[src/rtl/dmc_line_transfer_engine_pkg.sv]
// Shared widths and state encoding for the direct-mapped cache line transfer engine.
// The cache and controller import the same width constants and helpers.
package dmc_line_transfer_engine_pkg;

    localparam int unsigned DEF_BLOCK_SIZE             = 4;
    localparam int unsigned DEF_NUM_OF_BLOCKS_PER_LINE = 2;
    localparam int unsigned DEF_ADDRESS_SIZE           = 16;
    localparam int unsigned DEF_READ_LATENCY           = 1;

    function automatic int unsigned calc_offset_length(input int unsigned num_blocks);
        return $clog2(num_blocks);
    endfunction

    function automatic int unsigned calc_line_size(input int unsigned num_blocks,
                                                   input int unsigned block_size);
        return num_blocks * block_size;
    endfunction

    localparam int unsigned BLOCK_OFFSET_LENGTH = calc_offset_length(DEF_NUM_OF_BLOCKS_PER_LINE);
    localparam int unsigned LINE_SIZE = calc_line_size(DEF_NUM_OF_BLOCKS_PER_LINE, DEF_BLOCK_SIZE);

    typedef enum logic [2:0] {
        StIdle,
        StFlush,
        StReadReq,
        StReadWait,
        StDone
    } state_e;

endpackage

[src/rtl/dmc_line_transfer_engine_if.sv]
// Controller-side handshake and memory-side block bus of the line transfer engine.
// The engine takes the slave modport; the controller/memory side takes master.
interface dmc_line_transfer_engine_if
    import dmc_line_transfer_engine_pkg::*;
#(
    parameter int unsigned BLOCK_SIZE             = DEF_BLOCK_SIZE,
    parameter int unsigned NUM_OF_BLOCKS_PER_LINE = DEF_NUM_OF_BLOCKS_PER_LINE,
    parameter int unsigned ADDRESS_SIZE           = DEF_ADDRESS_SIZE
);
    localparam int unsigned LINE_W = calc_line_size(NUM_OF_BLOCKS_PER_LINE, BLOCK_SIZE);

    logic                    fill_start_i;
    logic                    flush_start_i;
    logic [ADDRESS_SIZE-1:0] fill_address_i;
    logic [ADDRESS_SIZE-1:0] flush_address_i;
    logic [LINE_W-1:0]       flush_line_i;
    logic [LINE_W-1:0]       fill_line_o;
    logic                    busy_o;
    logic                    done_o;
    logic                    mem_read_o;
    logic                    mem_write_o;
    logic [ADDRESS_SIZE-1:0] mem_address_o;
    logic [BLOCK_SIZE-1:0]   mem_data_o;
    logic [BLOCK_SIZE-1:0]   mem_data_i;

    modport master (
        output fill_start_i, flush_start_i, fill_address_i, flush_address_i, flush_line_i,
               mem_data_i,
        input  fill_line_o, busy_o, done_o, mem_read_o, mem_write_o, mem_address_o, mem_data_o
    );

    modport slave (
        input  fill_start_i, flush_start_i, fill_address_i, flush_address_i, flush_line_i,
               mem_data_i,
        output fill_line_o, busy_o, done_o, mem_read_o, mem_write_o, mem_address_o, mem_data_o
    );

endinterface

[src/rtl/dmc_block_counter.sv]
// Line-beat counter: clear, increment and a last-beat flag found by comparison.
// count_next_o exposes the value the counter takes at the next edge.
module dmc_block_counter #(
    parameter int unsigned NUM_OF_BLOCKS_PER_LINE = 2,
    parameter int unsigned COUNT_W                = 1
) (
    input  logic               clk_i,
    input  logic               rst_i,
    input  logic               clear_i,
    input  logic               inc_i,
    output logic [COUNT_W-1:0] count_o,
    output logic [COUNT_W-1:0] count_next_o,
    output logic               last_o
);

    logic [COUNT_W-1:0] count_q;

    always_comb begin
        count_next_o = count_q;
        if (clear_i) begin
            count_next_o = '0;
        end else if (inc_i) begin
            count_next_o = count_q + COUNT_W'(1);
        end
    end

    always_ff @(posedge clk_i or posedge rst_i) begin
        if (rst_i) begin
            count_q <= '0;
        end else begin
            count_q <= count_next_o;
        end
    end

    assign count_o = count_q;
    assign last_o  = (count_q == COUNT_W'(NUM_OF_BLOCKS_PER_LINE - 1));

endmodule

[src/rtl/dmc_line_transfer_engine.sv]
// Serialises whole-line flush and/or fill into single-block memory accesses,
// absorbing a fixed read latency; one start and one done pulse per line.
module dmc_line_transfer_engine
    import dmc_line_transfer_engine_pkg::*;
#(
    parameter int unsigned BLOCK_SIZE             = DEF_BLOCK_SIZE,
    parameter int unsigned NUM_OF_BLOCKS_PER_LINE = DEF_NUM_OF_BLOCKS_PER_LINE,
    parameter int unsigned ADDRESS_SIZE           = DEF_ADDRESS_SIZE,
    parameter int unsigned READ_LATENCY           = DEF_READ_LATENCY
) (
    input  logic                        clk_i,
    input  logic                        rst_i,
    dmc_line_transfer_engine_if.slave   bus
);

    localparam int unsigned OFF_W  = calc_offset_length(NUM_OF_BLOCKS_PER_LINE);
    localparam int unsigned LINE_W = calc_line_size(NUM_OF_BLOCKS_PER_LINE, BLOCK_SIZE);
    localparam int unsigned LAT_W  = $clog2(READ_LATENCY + 1);
    localparam logic [ADDRESS_SIZE-1:0] OFF_MASK = ADDRESS_SIZE'(NUM_OF_BLOCKS_PER_LINE - 1);

    state_e                  state_q, state_d;
    logic [LAT_W-1:0]        lat_q, lat_d;
    logic                    fill_pend_q, fill_pend_d;
    logic [ADDRESS_SIZE-1:0] flush_base_q, flush_base_d;
    logic [ADDRESS_SIZE-1:0] fill_base_q, fill_base_d;
    logic [LINE_W-1:0]       flush_line_q, flush_line_d;
    logic [LINE_W-1:0]       fill_line_q, fill_line_d;

    logic                    busy_q, done_q, rd_q, wr_q;
    logic                    busy_d, done_d, rd_d, wr_d;
    logic [ADDRESS_SIZE-1:0] addr_q, addr_d;
    logic [BLOCK_SIZE-1:0]   data_q, data_d;

    logic                    take_start;
    logic                    slot_wr;
    logic                    blk_clr, blk_inc, blk_last;
    logic [OFF_W-1:0]        blk_q, blk_next;

    dmc_block_counter #(
        .NUM_OF_BLOCKS_PER_LINE (NUM_OF_BLOCKS_PER_LINE),
        .COUNT_W                (OFF_W)
    ) u_block_counter (
        .clk_i        (clk_i),
        .rst_i        (rst_i),
        .clear_i      (blk_clr),
        .inc_i        (blk_inc),
        .count_o      (blk_q),
        .count_next_o (blk_next),
        .last_o       (blk_last)
    );

    always_comb begin
        state_d     = state_q;
        lat_d       = lat_q;
        fill_pend_d = fill_pend_q;
        take_start  = 1'b0;
        slot_wr     = 1'b0;
        blk_clr     = 1'b0;
        blk_inc     = 1'b0;
        unique case (state_q)
            StIdle: begin
                if (bus.flush_start_i || bus.fill_start_i) begin
                    take_start  = 1'b1;
                    blk_clr     = 1'b1;
                    fill_pend_d = bus.fill_start_i;
                    state_d     = bus.flush_start_i ? StFlush : StReadReq;
                end
            end
            StFlush: begin
                if (blk_last) begin
                    blk_clr = 1'b1;
                    state_d = fill_pend_q ? StReadReq : StDone;
                end else begin
                    blk_inc = 1'b1;
                end
            end
            StReadReq: begin
                lat_d   = '0;
                state_d = StReadWait;
            end
            StReadWait: begin
                if (lat_q == LAT_W'(READ_LATENCY - 1)) begin
                    slot_wr = 1'b1;
                    if (blk_last) begin
                        blk_clr = 1'b1;
                        state_d = StDone;
                    end else begin
                        blk_inc = 1'b1;
                        state_d = StReadReq;
                    end
                end else begin
                    lat_d = lat_q + LAT_W'(1);
                end
            end
            StDone: begin
                state_d = StIdle;
            end
            default: begin
                state_d = StIdle;
            end
        endcase
    end

    // Capture uses the raw inputs on the start edge so the first beat needs no extra cycle.
    always_comb begin
        flush_base_d = take_start ? (bus.flush_address_i & ~OFF_MASK) : flush_base_q;
        fill_base_d  = take_start ? (bus.fill_address_i & ~OFF_MASK) : fill_base_q;
        flush_line_d = take_start ? bus.flush_line_i : flush_line_q;

        fill_line_d = fill_line_q;
        for (int k = 0; k < int'(NUM_OF_BLOCKS_PER_LINE); k++) begin
            if (slot_wr && (blk_q == OFF_W'(k))) begin
                fill_line_d[k*BLOCK_SIZE +: BLOCK_SIZE] = bus.mem_data_i;
            end
        end
    end

    always_comb begin
        busy_d = (state_d != StIdle);
        done_d = (state_d == StDone);
        wr_d   = (state_d == StFlush);
        rd_d   = (state_d == StReadReq);
        addr_d = '0;
        data_d = '0;
        if (wr_d) begin
            addr_d = flush_base_d | {{(ADDRESS_SIZE-OFF_W){1'b0}}, blk_next};
            for (int k = 0; k < int'(NUM_OF_BLOCKS_PER_LINE); k++) begin
                if (blk_next == OFF_W'(k)) begin
                    data_d = flush_line_d[k*BLOCK_SIZE +: BLOCK_SIZE];
                end
            end
        end else if (rd_d) begin
            addr_d = fill_base_d | {{(ADDRESS_SIZE-OFF_W){1'b0}}, blk_next};
        end
    end

    always_ff @(posedge clk_i or posedge rst_i) begin
        if (rst_i) begin
            state_q      <= StIdle;
            lat_q        <= '0;
            fill_pend_q  <= 1'b0;
            flush_base_q <= '0;
            fill_base_q  <= '0;
            flush_line_q <= '0;
            fill_line_q  <= '0;
            busy_q       <= 1'b0;
            done_q       <= 1'b0;
            rd_q         <= 1'b0;
            wr_q         <= 1'b0;
            addr_q       <= '0;
            data_q       <= '0;
        end else begin
            state_q      <= state_d;
            lat_q        <= lat_d;
            fill_pend_q  <= fill_pend_d;
            flush_base_q <= flush_base_d;
            fill_base_q  <= fill_base_d;
            flush_line_q <= flush_line_d;
            fill_line_q  <= fill_line_d;
            busy_q       <= busy_d;
            done_q       <= done_d;
            rd_q         <= rd_d;
            wr_q         <= wr_d;
            addr_q       <= addr_d;
            data_q       <= data_d;
        end
    end

    assign bus.fill_line_o   = fill_line_q;
    assign bus.busy_o        = busy_q;
    assign bus.done_o        = done_q;
    assign bus.mem_read_o    = rd_q;
    assign bus.mem_write_o   = wr_q;
    assign bus.mem_address_o = addr_q;
    assign bus.mem_data_o    = data_q;

endmodule

[src/flat_wrapper.sv]
// flat-port wrapper written by rule: the top's interface ports become plain ports
module dmc_line_transfer_engine_flat import dmc_line_transfer_engine_pkg::*;
#(
    parameter int unsigned BLOCK_SIZE             = DEF_BLOCK_SIZE,
    parameter int unsigned NUM_OF_BLOCKS_PER_LINE = DEF_NUM_OF_BLOCKS_PER_LINE,
    parameter int unsigned ADDRESS_SIZE           = DEF_ADDRESS_SIZE,
    parameter int unsigned READ_LATENCY           = DEF_READ_LATENCY
)
  (clk_i, rst_i, bus_fill_start_i, bus_flush_start_i, bus_fill_address_i, bus_flush_address_i, bus_flush_line_i, bus_mem_data_i, bus_fill_line_o, bus_busy_o, bus_done_o, bus_mem_read_o, bus_mem_write_o, bus_mem_address_o, bus_mem_data_o);
  dmc_line_transfer_engine_if #(.BLOCK_SIZE(BLOCK_SIZE), .NUM_OF_BLOCKS_PER_LINE(NUM_OF_BLOCKS_PER_LINE), .ADDRESS_SIZE(ADDRESS_SIZE)) bus_i ();
  input  logic clk_i;
  input  logic rst_i;
  input wire logic [$bits(bus_i.fill_start_i)-1:0] bus_fill_start_i;
  input wire logic [$bits(bus_i.flush_start_i)-1:0] bus_flush_start_i;
  input wire logic [$bits(bus_i.fill_address_i)-1:0] bus_fill_address_i;
  input wire logic [$bits(bus_i.flush_address_i)-1:0] bus_flush_address_i;
  input wire logic [$bits(bus_i.flush_line_i)-1:0] bus_flush_line_i;
  input wire logic [$bits(bus_i.mem_data_i)-1:0] bus_mem_data_i;
  output wire logic [$bits(bus_i.fill_line_o)-1:0] bus_fill_line_o;
  output wire logic [$bits(bus_i.busy_o)-1:0] bus_busy_o;
  output wire logic [$bits(bus_i.done_o)-1:0] bus_done_o;
  output wire logic [$bits(bus_i.mem_read_o)-1:0] bus_mem_read_o;
  output wire logic [$bits(bus_i.mem_write_o)-1:0] bus_mem_write_o;
  output wire logic [$bits(bus_i.mem_address_o)-1:0] bus_mem_address_o;
  output wire logic [$bits(bus_i.mem_data_o)-1:0] bus_mem_data_o;
  assign bus_i.fill_start_i = bus_fill_start_i;
  assign bus_i.flush_start_i = bus_flush_start_i;
  assign bus_i.fill_address_i = bus_fill_address_i;
  assign bus_i.flush_address_i = bus_flush_address_i;
  assign bus_i.flush_line_i = bus_flush_line_i;
  assign bus_i.mem_data_i = bus_mem_data_i;
  assign bus_fill_line_o = bus_i.fill_line_o;
  assign bus_busy_o = bus_i.busy_o;
  assign bus_done_o = bus_i.done_o;
  assign bus_mem_read_o = bus_i.mem_read_o;
  assign bus_mem_write_o = bus_i.mem_write_o;
  assign bus_mem_address_o = bus_i.mem_address_o;
  assign bus_mem_data_o = bus_i.mem_data_o;
  dmc_line_transfer_engine #(.BLOCK_SIZE(BLOCK_SIZE), .NUM_OF_BLOCKS_PER_LINE(NUM_OF_BLOCKS_PER_LINE), .ADDRESS_SIZE(ADDRESS_SIZE), .READ_LATENCY(READ_LATENCY)) u_core (.clk_i(clk_i), .rst_i(rst_i), .bus(bus_i));
endmodule
[config.mk]
export PLATFORM = sky130hd
export DESIGN_NAME = dmc_line_transfer_engine_flat
export DESIGN_NICKNAME = d
export VERILOG_FILES = /design/src/rtl/dmc_line_transfer_engine_pkg.sv /design/src/rtl/dmc_line_transfer_engine_if.sv /design/src/rtl/dmc_block_counter.sv /design/src/rtl/dmc_line_transfer_engine.sv /design/src/flat_wrapper.sv
export SDC_FILE = /design/constraint.sdc
export NUM_CORES = 1
export LEC_CHECK = 0
export ABC_AREA = 1
export CORE_ASPECT_RATIO = 1.4
export CORE_UTILIZATION = 52
export DETAILED_ROUTE_END_ITERATION = 7
export PLACE_DENSITY = 0.85
export SLEW_MARGIN = 10
export SYNTH_ARGS = -nofsm -noshare
export SYNTH_HDL_FRONTEND = slang
export SYNTH_SLANG_ARGS = --single-unit
[constraint.sdc]
create_clock -name clk_i -period 4.7 [get_ports clk_i]
set_input_delay 0.94 -clock clk_i [delete_from_list [all_inputs] [get_ports clk_i]]
set_output_delay 0.94 -clock clk_i [all_outputs]
set_load 0.005 [all_outputs]
==> results.sh, run 1 <==
export IMPL_grtUsageTotal=0.2399
export IMPL_cts_clk_slew_worst_paths_ps=70
export IMPL_syn_nets=393
export IMPL_power_per_cell_area_nw_per_um2=673.6
export IMPL_rr_startpoint="u_core.state_q[1]$_DFF_PP0_"
export IMPL_ios=80
export IMPL_crit_arrival_ps=3000
export IMPL_period_share=0.5832
export IMPL_worstHoldStart="u_core.fill_base_q[0]$_DFF_PP0_"
export IMPL_viasPerCell=4.972
export IMPL_crit_top_cell="nand2_1"
export IMPL_die_h_um=91.99
export IMPL_cts_made_buffers=9
export IMPL_cts_resized_gates=0
export IMPL_core_area_um2=5525
export IMPL_layout_setup_ws_ps=1959
export IMPL_num_rows=32
export IMPL_period_needed_ps=2741
export IMPL_antenna_found_initial=0
export IMPL_grt_pass1_vias=2507
export IMPL_finalHoldViolCount=0
export IMPL_die_area_um2=6097
export IMPL_wirelength_um=6515
export IMPL_cts_setup_buffers=0
export IMPL_post_place_ws_ps=1608
export IMPL_cp_slowest_cell="clkdlybuf4s50_1"
export IMPL_outcome="finished clean"
export IMPL_crit_fanout=32
export IMPL_path_cells="clkdlybuf4s50_1 -> inv_1 -> nand2_1 -> nand3_1 -> buf_4 -> nand3_1 -> nand2_1 -> nand2_1 -> nor2_1"
export IMPL_hold_buffers=0
export IMPL_ant_nets=0
export IMPL_fin_setup_tns_ps=0
export IMPL_dp_hpwl_um=4296
export IMPL_end_kind="register"
export IMPL_start_util=0.5444
export IMPL_finalSetupViolCount=0
export IMPL_clkLatencyLatePin_ps=330
export IMPL_ys_warn_count=0
export IMPL_hold_class="register to register"
export IMPL_netlist_top_cells_area="dfrtp_1 (63%), nand2_1 (21%), nand3_1 (3.7%)"
export IMPL_synth_edff_count=0
export IMPL_hold_path_endpoint="u_core.fill_base_q[0]$_DFF_PP0_"
export IMPL_criticalPathCategory="input pin to register"
export IMPL_p_leak_nw=2.110
export IMPL_grt_first_pass_wirelength_um=11110
export IMPL_cp_required_ps=4960
export IMPL_port_buffers=77
export IMPL_syn_avg_cell_area_um2=8.719
export IMPL_min_path_cells=2
export IMPL_synth_top_area_frac=0.6323
export IMPL_num_fill_cells=469
export IMPL_drt_first_iter_violations=149
export IMPL_ys_types=15
export IMPL_die_w_um=66.28
export IMPL_vias=2471
export IMPL_drive_gt1_frac=0.05828
export IMPL_ys_seq_area_frac=0.6323
export IMPL_wire_per_inst_um=13.11
export IMPL_htreeDepth=3
export IMPL_ys_flop_type="dfrtp_1"
export IMPL_post_route_drc_count=0
export IMPL_seqCellArea_um2=1902
export IMPL_slew_headroom=0.3918
export IMPL_antennaDiodeCount=0
export IMPL_final_nets=472
export IMPL_regToRegSetupSlack_ps=2690
export IMPL_worstMarginPinSlew_ps=911.3
export IMPL_crit_path_start_kind="input pin"
export IMPL_multi_input_area_um2=933.4
export IMPL_slew_viol_final=0
export IMPL_cts_root_buf="clkbuf_8"
export IMPL_fin_skew_ps=7.380
export IMPL_netlist_top_cells_count="nand2_1 (170), dfrtp_1 (76), inv_1 (26), nand3_1 (22), nor2_1 (16)"
export IMPL_gp_congestion=0.7837
export IMPL_async_flop_share=1.000
export IMPL_r2r_cells=7
export IMPL_yosys_cell_count_top_type="nand2_1"
export IMPL_syn_area_um2=3008
export IMPL_rsz0062_at_grt="false"
export IMPL_synthCells=345
export IMPL_grt_max_degree=56
export IMPL_max_stage_delay_ps=430
export IMPL_fmax_mhz=364.8
export IMPL_cts_buffer_depth=2
export IMPL_gr_total_overflow=0
export IMPL_area_delta_synth_final_pct=33.61
export IMPL_yosysTopAreaCell="dfrtp_1"
export IMPL_synth_seq_cells=76
export IMPL_maxCapViolCount=0
export IMPL_cts_tree="built"
export IMPL_ir_drop_v=0.0004504
export IMPL_reg2reg_to="u_core.bus.mem_data_o[2]$_DFF_PP0_"
export IMPL_cts_sinks=76
export IMPL_firstDrtPassIters=5
## how the worst max path moves through the flow
stage                                 start                            endpoint  slack (ps)
after global placement    bus_flush_start_i  u_core.bus.mem_data_o[0]$_DFF_PP0_        1690
after detailed placement   bus_fill_start_i  u_core.bus.mem_data_o[2]$_DFF_PP0_        1610
final                      bus_fill_start_i  u_core.bus.mem_data_o[2]$_DFF_PP0_        1960
after global routing       bus_fill_start_i  u_core.bus.mem_data_o[2]$_DFF_PP0_        1740
after floorplan                       rst_i         u_core.bus.busy_o$_DFF_PP0_        1820
after CTS                  bus_fill_start_i  u_core.bus.mem_data_o[1]$_DFF_PP0_        1950
## sequential cells by signal, summed over array words and instances, names as in the netlist
name	flops
u_core.bus.busy_o	1
u_core.bus.done_o	1
u_core.state_q	3
u_core.flush_line_q	8
u_core.fill_base_q	16
u_core.bus.mem_data_o	4
u_core.bus.mem_address_o	16
u_core.u_block_counter.count_o	1
u_core.bus.mem_read_o	1
u_core.flush_base_q	15
u_core.bus.fill_line_o	8
u_core.fill_pend_q	1
u_core.bus.mem_write_o	1
## final cells by class
type / count / share of cell area
repair buffers: 79 / 0.1955
flip-flops and latches: 76 / 0.4732
inverters: 29 / 0.02740
clock inverters: 4 / 0.01183
well taps: 68 / 0.02117
multi-input cells: 229 / 0.2323
clock buffers: 12 / 0.03861
## critical path, delay by kind of cell
kind                   cells  cell delay (ps)
buffers and inverters      3              910
and+or+nand+nor            6             1140
## cells in the final DEF, fill, tap and decap left out
cell               n
nand4_1            4
buf_4              2
nand2_2            2
o21ai_0           10
nor2_1            16
nand3_1           22
nand2_1          170
clkdlybuf4s50_1   77
inv_1             25
inv_2              3
nor3_1             1
nor2_4             2
clkbuf_8          11
bufinv_16          1
clkinv_2           3
clkbuf_1           1
dfrtp_1           76
a21oi_1            2
clkinvlp_4         1
## power breakdown
part | total [mW] | switching, mW | internal (mW)
Sequential | 1.05 | 0.108 | 0.945
Clock | 0.496 | 0.223 | 0.273
Combinational | 1.16 | 0.715 | 0.443
Total | 2.71 | 1.05 | 1.66
## per-layer routing
layer | vias to the layer above | part of all wire | GRT usage
met5 | - | 0 | 0
met4 | 0 | 0.0081 | 0.09043
met3 | 4 | 0.070 | 0.06095
met2 | 98 | 0.52 | 0.4107
met1 | 1158 | 0.40 | 0.2843
li1 | 1211 | - | -
## cells by family (layout without fill, tap and decap cells)
logic type / after synthesis / after routing / synth area share
flops: 76 / 76 / 0.6323
buf+inv: 40 / 124 / 0.05740
simple gates: 217 / 217 / 0.2903
compound gates: 12 / 12 / 0.01997
## metrics by stage
stage          area, um^2  utilization  hold WS [ps]  power, mW  instances
2_1_floorplan        3008            -         430.8      1.803        345
3_3_place_gp         3815       0.6904         443.3      2.172        481
3_5_place_dp         3815       0.6904         462.5      2.222        481
4_1_cts              4018       0.7271         481.9      2.726        497
5_1_grt              4019       0.7274         497.7      2.935        497
6_report             4019       0.7274         481.5      2.707        497
(Power assumes the default switching activity.)
==> run 2: changes to the inputs <==
--- a/config.mk
+++ b/config.mk
@@ -7,9 +7,9 @@
 export LEC_CHECK = 0
 export ABC_AREA = 1
 export CORE_ASPECT_RATIO = 1.4
-export CORE_UTILIZATION = 52
+export CORE_UTILIZATION = 43
 export DETAILED_ROUTE_END_ITERATION = 7
-export PLACE_DENSITY = 0.85
+export PLACE_DENSITY = 0.75
 export SLEW_MARGIN = 10
 export SYNTH_ARGS = -nofsm -noshare
 export SYNTH_HDL_FRONTEND = slang
==> constraint.sdc (replaced) <==
create_clock -name clk_i -period 2.24 [get_ports clk_i]
set_input_delay 0.448 -clock clk_i [delete_from_list [all_inputs] [get_ports clk_i]]
set_output_delay 0.448 -clock clk_i [all_outputs]
set_load 0.005 [all_outputs]
==> run 2 against run 1 <==
Effect of this change: sequential power grew 110%; design area up 2.3%; die area up 20%; non-clock buffer count increased by 3; via count fell by 1.7%; utilization fell by 11 points; largest power group unchanged; setup slack got worse by 1400 ps.
==> results.sh, run 2 (same netlist as run 1, synthesis figures left out) <==
export IMPL_period_share=0.7549
export IMPL_rsz0062_at_grt="false"
export IMPL_fin_util=0.6179
export IMPL_end_kind="register"
export IMPL_finalSetupViolCount=0
export IMPL_die_area_um2=7338
export IMPL_met2_usage=0.3285
export IMPL_hold_buffers=0
export IMPL_htreeDepth=3
export IMPL_cts_resized_gates=0
export IMPL_antennaDiodeCount=0
export IMPL_seqCellArea_um2=1902
export IMPL_area_delta_synth_final_pct=36.73
export IMPL_p_int_mw=3.600
export IMPL_crit_path_start_kind="input pin"
export IMPL_period_needed_ps=1691
export IMPL_cts_sinks=76
export IMPL_dp_hpwl_um=4087
export IMPL_criticalPathCategory="input pin to register"
export IMPL_grt_max_degree=77
export IMPL_use_met1=0.2379
export IMPL_ir_drop_v=0.0006589
export IMPL_cts_root_buf="clkbuf_8"
export IMPL_drive_gt1_frac=0.06481
export IMPL_fin_setup_tns_ps=0
export IMPL_gr_total_overflow=0
export IMPL_start_util=0.4519
export IMPL_vias=2429
export IMPL_hold_class="register to register"
export IMPL_wirelength_um=6248
export IMPL_cts_clk_slew_worst_paths_ps=70
export IMPL_ant_nets=0
export IMPL_finalHoldViolCount=0
export IMPL_cts_tree="built"
export IMPL_crit_fanout=10
export IMPL_worstMarginPinSlew_ps=402.0
export IMPL_port_buffers=77
export IMPL_cp_required_ps=2460
export IMPL_clkLatencyLatePin_ps=340
export IMPL_gp_congestion=0.8327
export IMPL_switching_share=0.3804
export IMPL_p_leak_nw=2.129
export IMPL_antenna_found_initial=0
export IMPL_wire_per_inst_um=11.92
export IMPL_maxCapViolCount=0
export IMPL_cts_setup_buffers=0
export IMPL_grt_pass1_vias=2454
export IMPL_p_sw_mw=2.210
export IMPL_final_common_cell="nand2_1"
export IMPL_outcome="finished clean"
export IMPL_fin_skew_ps=8.503
export IMPL_crit_arrival_ps=1910
export IMPL_p_clk_frac=0.193
export IMPL_post_route_drc_count=0
export IMPL_fmax_mhz=591.4
export IMPL_cts_made_buffers=9
export IMPL_viasPerCell=4.635
export IMPL_grt_first_pass_wirelength_um=10870
export IMPL_power_per_cell_area_nw_per_um2=1413
export IMPL_busiest_layer="met2"
export IMPL_num_fill_cells=602
export IMPL_p_comb_frac=0.429
export IMPL_die_w_um=72.69
export IMPL_ios=80
export IMPL_die_h_um=101.0
export IMPL_grtUsageTotal=0.1956
export IMPL_num_rows=35
export IMPL_final_cell_mix="nand2_1 (170), clkdlybuf4s50_1 (77), dfrtp_1 (76), inv_1 (25), nand3_1 (22)"
export IMPL_slew_viol_final=0
export IMPL_drt_first_iter_violations=133
export IMPL_cts_buffer_depth=2
export IMPL_firstDrtPassIters=5
export IMPL_grtUsageMet3=0.04300
export IMPL_core_area_um2=6656
export IMPL_slew_headroom=0.7312
export IMPL_pwr_share_seq=0.379
export IMPL_multi_input_area_um2=933.4
export IMPL_final_nets=475
[run 2: cell count changes in the layout (fill, tap and decap cells not counted)]
cell        before  now
buf_12           0    2
buf_4            2    3
bufinv_16        1    2
clkbuf_8        11    9
clkinv_2         3    1
clkinv_4         0    1
clkinvlp_4       1    3
[run 2: power groups by stage]
stage	Sequential (mW)	Combinational (mW)	Clock [mW]
global route	2.26	2.85	1.21
floorplan	2.21	1.57	0
finish	2.20	2.49	1.12
detailed placement	2.22	2.51	0
global placement	2.21	2.45	0
CTS	2.20	2.53	1.15
[run 2: worst max-delay path: stages]
cell and delay, ps:
clkdlybuf4s50_1 480, inv_1 50, nand2_1 170, nand3_1 160, nand3_1 330, nand2_1 90, nand3_1 100, nand2_1 80
[run 2: layer usage]
layer | part of all wire | vias up
met5 | 0 | -
met4 | 0.013 | 0
met3 | 0.052 | 8
met2 | 0.51 | 79
met1 | 0.42 | 1127
li1 | - | 1215
[run 2: path summary, 6_finish.rpt]
check / slack (ps) / startpoint / to / cells past startpoint
max in group asynchronous: 1380 / rst_i / u_core.fill_base_q[9]$_DFF_PP0_ / 3
min in group asynchronous: 560 / rst_i / u_core.bus.fill_line_o[7]$_DFFE_PP0P_ / 3
min reg2reg: 470 / u_core.fill_base_q[0]$_DFF_PP0_ / u_core.fill_base_q[0]$_DFF_PP0_ / 2
max: 550 / bus_flush_start_i / u_core.bus.mem_address_o[0]$_DFF_PP0_ / 8
max reg2reg: 620 / u_core.state_q[0]$_DFF_PP0_ / u_core.bus.mem_address_o[0]$_DFF_PP0_ / 7
min: 470 / u_core.fill_base_q[0]$_DFF_PP0_ / u_core.fill_base_q[0]$_DFF_PP0_ / 2
[run 2: final cells by class]
| type | count | share of cell area |
|---|---|---|
| Clock inverter | 6 | 0.02160 |
| Multi-Input combinational cell | 229 | 0.2270 |
| Inverter | 29 | 0.02738 |
| Tap cell | 92 | 0.02799 |
| Clock buffer | 10 | 0.03103 |
| Timing Repair Buffer | 82 | 0.2026 |
| Sequential cell | 76 | 0.4624 |
[run 2: metrics by stage]
stage,power [mW],std cells,cell area [um^2],hold slack (ps),setup slack (ps)
global placement,4.654,508,3896,443.1,242.4
detailed placement,4.736,508,3896,450.3,244.4
CTS,5.883,524,4113,468.5,574.1
floorplan,3.784,345,3012,430.8,908.9
global route,6.325,524,4113,495.1,429.5
finish,5.811,524,4113,469.0,549.1
